$ cat src/rtl/reg_mem_seq.sv
// Burst sequencer driving a reg_mem word store.
// Streams write bursts in and read bursts out over valid/ready.
module reg_mem_seq #(
    parameter int DATA_WIDTH = 8,
    parameter int ADDR_BITS  = 5
) (
    input  logic                  clk,
    input  logic                  rst_n,
    input  logic                  cmd_valid,
    output logic                  cmd_ready,
    input  logic                  cmd_write,
    input  logic [ADDR_BITS-1:0]  cmd_addr,
    input  logic [ADDR_BITS-1:0]  cmd_len,
    input  logic                  wr_valid,
    output logic                  wr_ready,
    input  logic [DATA_WIDTH-1:0] wr_data,
    output logic                  rd_valid,
    input  logic                  rd_ready,
    output logic [DATA_WIDTH-1:0] rd_data,
    output logic                  busy,
    output logic [ADDR_BITS-1:0]  mem_addr,
    output logic [DATA_WIDTH-1:0] mem_data_in,
    output logic                  mem_wen,
    input  logic [DATA_WIDTH-1:0] mem_data_out
);

    localparam logic [2:0] IDLE    = 3'd0;
    localparam logic [2:0] WRITE   = 3'd1;
    localparam logic [2:0] RD_ADDR = 3'd2;
    localparam logic [2:0] RD_WAIT = 3'd3;
    localparam logic [2:0] RD_CAP  = 3'd4;
    localparam logic [2:0] RD_OUT  = 3'd5;

    logic [2:0]           state;
    logic [ADDR_BITS-1:0] ptr;
    logic [ADDR_BITS-1:0] cnt;
    logic                 last;

    assign last = (cnt == '0);

    // Burst FSM; every output is a register updated here.
    always_ff @(posedge clk) begin
        if (!rst_n) begin
            state       <= IDLE;
            ptr         <= '0;
            cnt         <= '0;
            cmd_ready   <= 1'b0;
            wr_ready    <= 1'b0;
            rd_valid    <= 1'b0;
            rd_data     <= '0;
            busy        <= 1'b0;
            mem_addr    <= '0;
            mem_data_in <= '0;
            mem_wen     <= 1'b0;
        end else begin
            mem_wen <= 1'b0;
            unique case (state)
                IDLE: begin
                    if (!cmd_ready) begin
                        cmd_ready <= 1'b1;
                    end else if (cmd_valid) begin
                        ptr       <= cmd_addr;
                        cnt       <= cmd_len;
                        cmd_ready <= 1'b0;
                        busy      <= 1'b1;
                        if (cmd_write) begin
                            wr_ready <= 1'b1;
                            state    <= WRITE;
                        end else begin
                            state <= RD_ADDR;
                        end
                    end
                end
                WRITE: begin
                    if (wr_valid && wr_ready) begin
                        mem_addr    <= ptr;
                        mem_data_in <= wr_data;
                        mem_wen     <= 1'b1;
                        ptr         <= ptr + 1'b1;
                        if (last) begin
                            wr_ready  <= 1'b0;
                            cmd_ready <= 1'b1;
                            busy      <= 1'b0;
                            state     <= IDLE;
                        end else begin
                            cnt <= cnt - 1'b1;
                        end
                    end
                end
                RD_ADDR: begin
                    mem_addr <= ptr;
                    state    <= RD_WAIT;
                end
                RD_WAIT: begin
                    state <= RD_CAP;
                end
                RD_CAP: begin
                    rd_data  <= mem_data_out;
                    rd_valid <= 1'b1;
                    state    <= RD_OUT;
                end
                RD_OUT: begin
                    if (rd_valid && rd_ready) begin
                        rd_valid <= 1'b0;
                        if (last) begin
                            cmd_ready <= 1'b1;
                            busy      <= 1'b0;
                            state     <= IDLE;
                        end else begin
                            ptr   <= ptr + 1'b1;
                            cnt   <= cnt - 1'b1;
                            state <= RD_ADDR;
                        end
                    end
                end
                default: begin
                    state <= IDLE;
                end
            endcase
        end
    end

endmodule

$ cat config.mk
export PLATFORM = sky130hd
export DESIGN_NAME = reg_mem_seq
export DESIGN_NICKNAME = d
export VERILOG_FILES = /design/src/rtl/reg_mem_seq.sv
export SDC_FILE = /design/constraint.sdc
export NUM_CORES = 1
export LEC_CHECK = 0
export CORE_MARGIN = 5
export CORE_UTILIZATION = 49
export DETAILED_ROUTE_END_ITERATION = 12
export GPL_TIMING_DRIVEN = 0
export PLACE_DENSITY = 0.84
export SYNTH_ARGS = -nofsm -noshare
export SYNTH_HDL_FRONTEND = slang
export SYNTH_SLANG_ARGS = --single-unit
$ cat constraint.sdc
create_clock -name clk -period 2.7 [get_ports clk]
set_input_delay 0.405 -clock clk [delete_from_list [all_inputs] [get_ports clk]]
set_output_delay 0.405 -clock clk [all_outputs]
set_load 0.005 [all_outputs]
# Word level (Yosys, flattened, before mapping)
# Cells that the tools add are included.
# word_totals
ff_bits	39
output_inout_bits	26
word_cells	85
# op_classes
add_sub_neg	2
n_eq_ne	12
mux	43
reduce_logical	17
# op_table
operator	count
2-to-1 mux 5 bit	11
one-hot mux 5 bit (3 select lines)	2
one-hot mux 3 bit (6 select lines)	1
2-to-1 mux 1 bit	17
2-to-1 mux 3 bit	5
!= test 2 bit, second input constant	7
AND reduction 6 bit	2
one-hot mux 5 bit (2 select lines)	1
AND reduction 5 bit	2
AND reduction 2 bit	4
== test 3 x 2 -> 1 bit, second input constant	2
== test 3 bit, second input constant	2
one-hot mux 1 bit (3 select lines)	2
nonzero test 2 bit	3
adder 5 x 1 -> 5 bit, second input constant	1
logical NOT 5 bit	1
subtractor 5 x 1 -> 5 bit, second input constant	1
2-to-1 mux 2 bit	2
one-hot mux 1 bit (2 select lines)	2
== test 3 x 1 -> 1 bit, second input constant	1
logical NOT 3 bit	1
AND reduction 3 bit	1
nonzero test 3 bit	1
logical AND 1 bit	2

# Logic depth before layout (Yosys ltp)
# Gate-level depths: netlist of the first run.
# depth
ltp_word	4
mapped_depth	6

# Least setup slack after synthesis of the first run
# Ideal clock, no wire load.
# synth_path
path_type	flip-flop to flip-flop
from	register cnt[0]
to	register ptr[4]
arrival_ns	1.589
t_required_ns	2.570
path_slack_ns	0.981
stages_incl_launch_ff	7
n_path_buf	0
period_less_slack_ns	1.719
cell_sequence	dfxtp_1 -> inv_1 -> ha_1 -> or4b_1 -> a22oi_2 -> or2_1 -> o31ai_1
# synth_between
elab_chain_len	3
# synth_lines
item	line	rtl
from (decl)	36	logic [ADDR_BITS-1:0] cnt;
from (signal assigned)	63	cnt <= cmd_len;
from (signal assigned)	86	cnt <= cnt - 1'b1;
from (signal assigned)	111	cnt <= cnt - 1'b1;
logical NOT 5 bit	39	assign last = (cnt == '0);
!= test 2 bit (no source line)	-	
AND reduction 6 bit (no source line)	-	
to (signal assigned)	62	ptr <= cmd_addr;
to (signal assigned)	79	ptr <= ptr + 1'b1;
to (signal assigned)	110	ptr <= ptr + 1'b1;
to (decl)	35	logic [ADDR_BITS-1:0] ptr;
# No other way between the ends.
# A chain may end at the register's enable or synchronous reset.

# Final worst setup path of the first run
# layout_path
from	input cmd_valid
to	register state[0]
# layout_between
elab_chain_len	2
# layout_lines
item	line	rtl
from (decl)	9	input logic cmd_valid,
!= test 2 bit (no source line)	-	
AND reduction 5 bit (no source line)	-	
to (signal assigned)	44	state <= IDLE;
to (signal assigned)	68	state <= WRITE;
to (signal assigned)	70	state <= RD_ADDR;
to (decl)	34	logic [2:0] state;
# No other way between the ends.

==> flow_summary.toml, run 1 <==
[run_status]
status = "completed"

[worst_setup_path]
crit_arrival_ns = 2.35
critPathCaptureType = "flop"
worst_setup_path_start_kind = "input pin"
cp_max_fo = 10
required_ns = 2.91
path_class = "input pin to flop"

[floorplanning]
rows = 22
die_h_um = 70.8
initial_core_util = 0.499
dieWidth_um = 70.8
io_pins = 58
die_area_um2 = 5010
core_area_um2 = 3630

[logic_synthesis]
synth-edff-count = 0
async_flop_share = 0
synth_cell_types = 44
avgSynthCellArea_um2 = 8.84
syn_nets = 239
synthCells = 205
ys_seq_area_frac = 0.431
synth_seq_cells = 39
synth_ff_type = "dfxtp_1"
syn_area_um2 = 1810
yosysWarnings = 0

[cells_and_area]
fin_util = 0.702
final_cell_mix = "clkdlybuf4s50_1, dfxtp_1, nor2_1"
multi_input_area_um2 = 958
register_area_um2 = 781
drive_gt1_frac = 0.0781
finalNonFillerCells = 317
syn2layout_area_growth_pct = 40.7
num-nets-final = 302
layout_commonest_cell = "clkdlybuf4s50_1"
n_fill_cell = 311
n_antenna_cell = 0

[power_and_ir_drop]
swShare = 0.372
power_switching_uw = 824
p_comb_frac = 0.416
p_int_uw = 1390
leakagePower_uw = 0.000873
pwr_density_cell_nw_per_um2 = 870
power.share.sequential = 0.358
clockPowerShare = 0.226
peakVddDrop_v = 0.000564

[sta]
slew_headroom = 0.347
rsz0062_at_grt = "false"
worst_pin_slew_ns = 0.972
timing_hold_violations_final = 0
drv_slew = 0
fmax_mhz = 467
fin_tns_setup_ns = 0
setup_viol = 0
skew_ns = 0.00216
fin_crit_sh = 0.792
holdWs_ns = 0.455
layout_min_cycle_time_ns = 2.14

[detailed_routing]
first_iter_violations = 80
routed_via_density = 5.45
first_pass_iters = 4
drc = 0
drtAntennaViolNets = 0
vias = 1727
wl_per_cell_um = 14.3
wl_mm = 4.52

[flow_run]
cap_violations = 0

[clock_tree]
cts_tree = "built"
cts_resized = 0
cts_made_buffers = 5
cts-htree-levels = 2
cts_hold_buffers = 0
clock-sinks = 39
clk_pin_slew_ns = 0.07
clk_latency_ns = 0.29
root_buffer = "clkbuf_8"
cts_max_path_buffers = 2
cts_setup_buffers = 0

[grt]
grt_pass1_wl_mm = 7.64
use_met3 = 0.0597
grt_pass1_vias = 1677
met2_usage = 0.308
grt_max_degree = 13
antenna_found_initial = 0
met1_usage = 0.228
grt.busiest_layer = "met2"
grt_usage = 0.185
grt-ovfl-total = 0

[placement]
placed_cells = 309
io_buffers = 56
dp_hpwl_mm = 3.26
gp_congestion = 0.815

[hold_path]
hold_path.class = "flop to flop"
-- layer usage --
metal  wire, um  vias up
li1           -      877
met1       2060      796
met3        300        8
met5          0        -
met2       2110       46
met4         50        0
-- per-stage QoR --
step / total power [uW] / area, um2 / worst slack, ns
5_1_grt: 2360 / 2550 / 0.510
4_1_cts: 2210 / 2550 / 0.620
2_1_floorplan: 1430 / 1810 / 0.981
3_3_place_gp: 1690 / 2430 / 0.321
3_5_place_dp: 1710 / 2430 / 0.323
6_report: 2220 / 2550 / 0.560
-- cell families after synthesis --
| kind of cell | after synthesis | synth area share |
|---|---|---|
| and+or+nand+nor | 78 | 0.220 |
| adders and majority gates | 2 | 0.0138 |
| buffers and inverters | 17 | 0.0401 |
| muxes | 15 | 0.0836 |
| DFF | 39 | 0.431 |
| AOI/OAI and AO/OA | 54 | 0.211 |
-- critical path, stage by stage --
cell and delay [ns]:
clkdlybuf4s50_1 0.45, a2111oi_2 0.63, a221o_1 0.36, buf_4 0.23, a21oi_1 0.06, a211oi_1 0.22
-- layout make-up --
cell class                 instances  area share
multi-input combinational        149       0.376
sequential                        39       0.306
timing repair buffer              56       0.220
clock buffer                       6      0.0324
tap                               48      0.0236
buffer                            11      0.0196
clock inverter                     2      0.0137
inverter                           6     0.00883
-- power groups by stage --
stage	registers (uW)	clock network [uW]	logic (uW)
after floorplan	780	0	645
after global placement	799	0	892
after detailed placement	802	0	905
after CTS	789	507	913
after global routing	808	532	1020
final	793	502	923
-- state kept, by name, summed over array words and instances, names as in the netlist --
register / flops
busy: 1
ptr: 5
cnt: 5
cmd_ready: 1
state: 3
wr_ready: 1
mem_data_in: 8
rd_valid: 1
mem_addr: 5
mem_wen: 1
rd_data: 8
-- final timing paths --
path	start	endpoint	slack, ns	cells after the start
worst max-delay path	cmd_valid	state[0]	0.56	6
worst max register to register	cnt[0]	busy	0.71	6
worst min register to register	rd_data[0]	rd_data[0]	0.46	2
worst min-delay path	rd_data[0]	rd_data[0]	0.46	2
-- synth_stat cells (2+ instances only) --
cell       number  share of area
dfxtp_1        39           0.43
nor2_1         24          0.050
nand2_1        18          0.037
a21oi_1        17          0.047
mux2i_1        14          0.077
o31ai_1         7          0.029
nor3_1          6          0.017
nor3b_1         6          0.025
a211oi_1        5          0.021
inv_1           5          0.010
nand3_1         5          0.014
o311ai_1        5          0.024
and2_1          4          0.014
buf_2           4          0.011
a2111oi_0       3          0.015
buf_1           3         0.0062
clkbuf_1        3         0.0062
nand2b_1        3          0.010
o21ai_0         3         0.0083
a21oi_2         2         0.0097
a22oi_1         2         0.0083
a31oi_1         2         0.0069
ha_1            2          0.014
nor4b_1         2         0.0097
or2_1           2         0.0069
Note: power is estimated with default switching activity, not from simulation.
==> inputs of run 2 (changes only) <==
CORE_UTILIZATION = 41   (was 49)
PLACE_DENSITY = 0.75   (was 0.84)
clock period = 1.95 ns   (was 2.7 ns; I/O delays follow)
==> flow_summary.toml, run 2 (synthesized netlist as in run 1, its figures left out) <==
[detailed_routing]
drtAntennaViolNets = 0
wl_mm = 4.72
drc = 0
vias = 1795
first_pass_iters = 4
routed_via_density = 5.52
first_iter_violations = 132
wl_per_cell_um = 14.5

[placement]
dp_hpwl_mm = 3.39
io_buffers = 56
post_dp_cell_area_um2 = 2440
gp_congestion = 0.860

[cells_and_area]
n_antenna_cell = 0
drive_gt1_frac = 0.114
n_fill_cell = 410
final_cell_mix = "clkdlybuf4s50_1, dfxtp_1, nor2_1"
syn2layout_area_growth_pct = 44.1
layout_commonest_cell = "clkdlybuf4s50_1"
design_area_um2 = 2610
num-nets-final = 306
reg_top3 = "mem_data_in (8), rd_data (8)"

[flow_run]
cap_violations = 0

[grt]
antenna_found_initial = 0
grt_max_degree = 12
grt-ovfl-total = 0
grt_pass1_wl_mm = 8.02
grt_pass1_vias = 1750
grt_usage = 0.164

[worst_setup_path]
r2r_slack_ns = 0.12
path_class = "flop to flop"
rr_endpoint = "ptr[1]"
required_ns = 2.12
crit_arrival_ns = 2.00
r2r_cells = 6
worst_setup_path_start_kind = "flop"
r2r_start = "cnt[0]"
critPathCaptureType = "flop"
cp_max_fo = 5

[sta]
timing_hold_violations_final = 0
slew_headroom = 0.585
holdWs_ns = 0.434
fmax_mhz = 545
setup_viol = 0
fin_crit_sh = 0.941
skew_ns = 0.00539
layout_min_cycle_time_ns = 1.83
drv_slew = 0
worst_pin_slew_ns = 0.620

[clock_tree]
cts_hold_buffers = 0
cts_max_path_buffers = 2
clk_pin_slew_ns = 0.07
root_buffer = "clkbuf_8"
cts_tree = "built"
cts_made_buffers = 5
clock-sinks = 39
cts-htree-levels = 2
clk_latency_ns = 0.29

[floorplanning]
die_area_um2 = 5850
core_area_um2 = 4320
dieWidth_um = 76.5
initial_core_util = 0.419
die_h_um = 76.5
rows = 24
io_pins = 58

[power_and_ir_drop]
peakVddDrop_v = 0.000560
pwr_density_cell_nw_per_um2 = 1210
leakagePower_uw = 0.000901

[hold_path]
min_path_cells = 2
whs_endpoint = "busy"
worstHoldStart = "rst_n"
hold_path.class = "input pin to flop"

[run_status]
status = "completed"
run 2: per-stage QoR:
stage | power [uW] | std cells | setup TNS, ns | worst slack (ns) | util
final | 3150 | 325 | 0 | 0.116 | 0.604
after detailed placement | 2380 | 313 | -2.84 | -0.310 | 0.564
after global placement | 2350 | 313 | -2.88 | -0.326 | 0.564
after global routing | 3360 | 325 | -0.00231 | -0.00231 | 0.604
after CTS | 3020 | 323 | 0 | 0.0136 | 0.593
after floorplan | 1970 | 205 | 0 | 0.231 | -
run 2: layout make-up:
class | instances | area, um2 | share of cell area
flip-flops and latches | 39 | 782 | 0.299
well taps | 52 | 65.1 | 0.0249
multi-input cells | 149 | 996 | 0.381
repair buffers | 60 | 591 | 0.226
inverters | 6 | 22.5 | 0.00862
clock buffers | 8 | 100 | 0.0383
plain buffers | 11 | 55.1 | 0.0211
run 2: how the worst max path moves through the flow:
stage / startpoint / end / slack [ns] / cells after the start
CTS: cnt[0] / cnt[1] / 0.01 / 6
floorplan: cnt[0] / ptr[4] / 0.23 / 6
global placement: cmd_valid / state[0] / -0.33 / 6
global route: state[2] / cnt[0] / -0.002 / 5
detailed placement: cmd_valid / state[0] / -0.31 / 6
finish: cnt[0] / ptr[1] / 0.12 / 6
run 2: layer usage:
layer / track usage / vias to the layer above / wire length [um]
met1: 0.208 / 843 / 2180
met2: 0.262 / 65 / 2190
li1: - / 883 / -
met4: 0.0542 / 0 / 49
met3: 0.0508 / 4 / 304
met5: 0 / - / 0
run 2: critical path: stages, from the launching register on:
cell	delay [ns]
dfxtp_1	0.32
inv_1	0.09
ha_1	0.24
or4b_4	0.53
a22oi_2	0.20
or2_1	0.23
o31ai_1	0.11
run 2: repair_timing:
action,4_1_cts,5_1_grt
gates resized for setup,1,12
pin swaps,1,1
setup buffers,2,2
gates cloned,0,0
setup endpoints to repair,5,20
run 2: where the power goes:
group	internal, uW	total (uW)	switching, uW
Clock	323	589	267
Combinational	686	1430	749
Sequential	950	1120	174
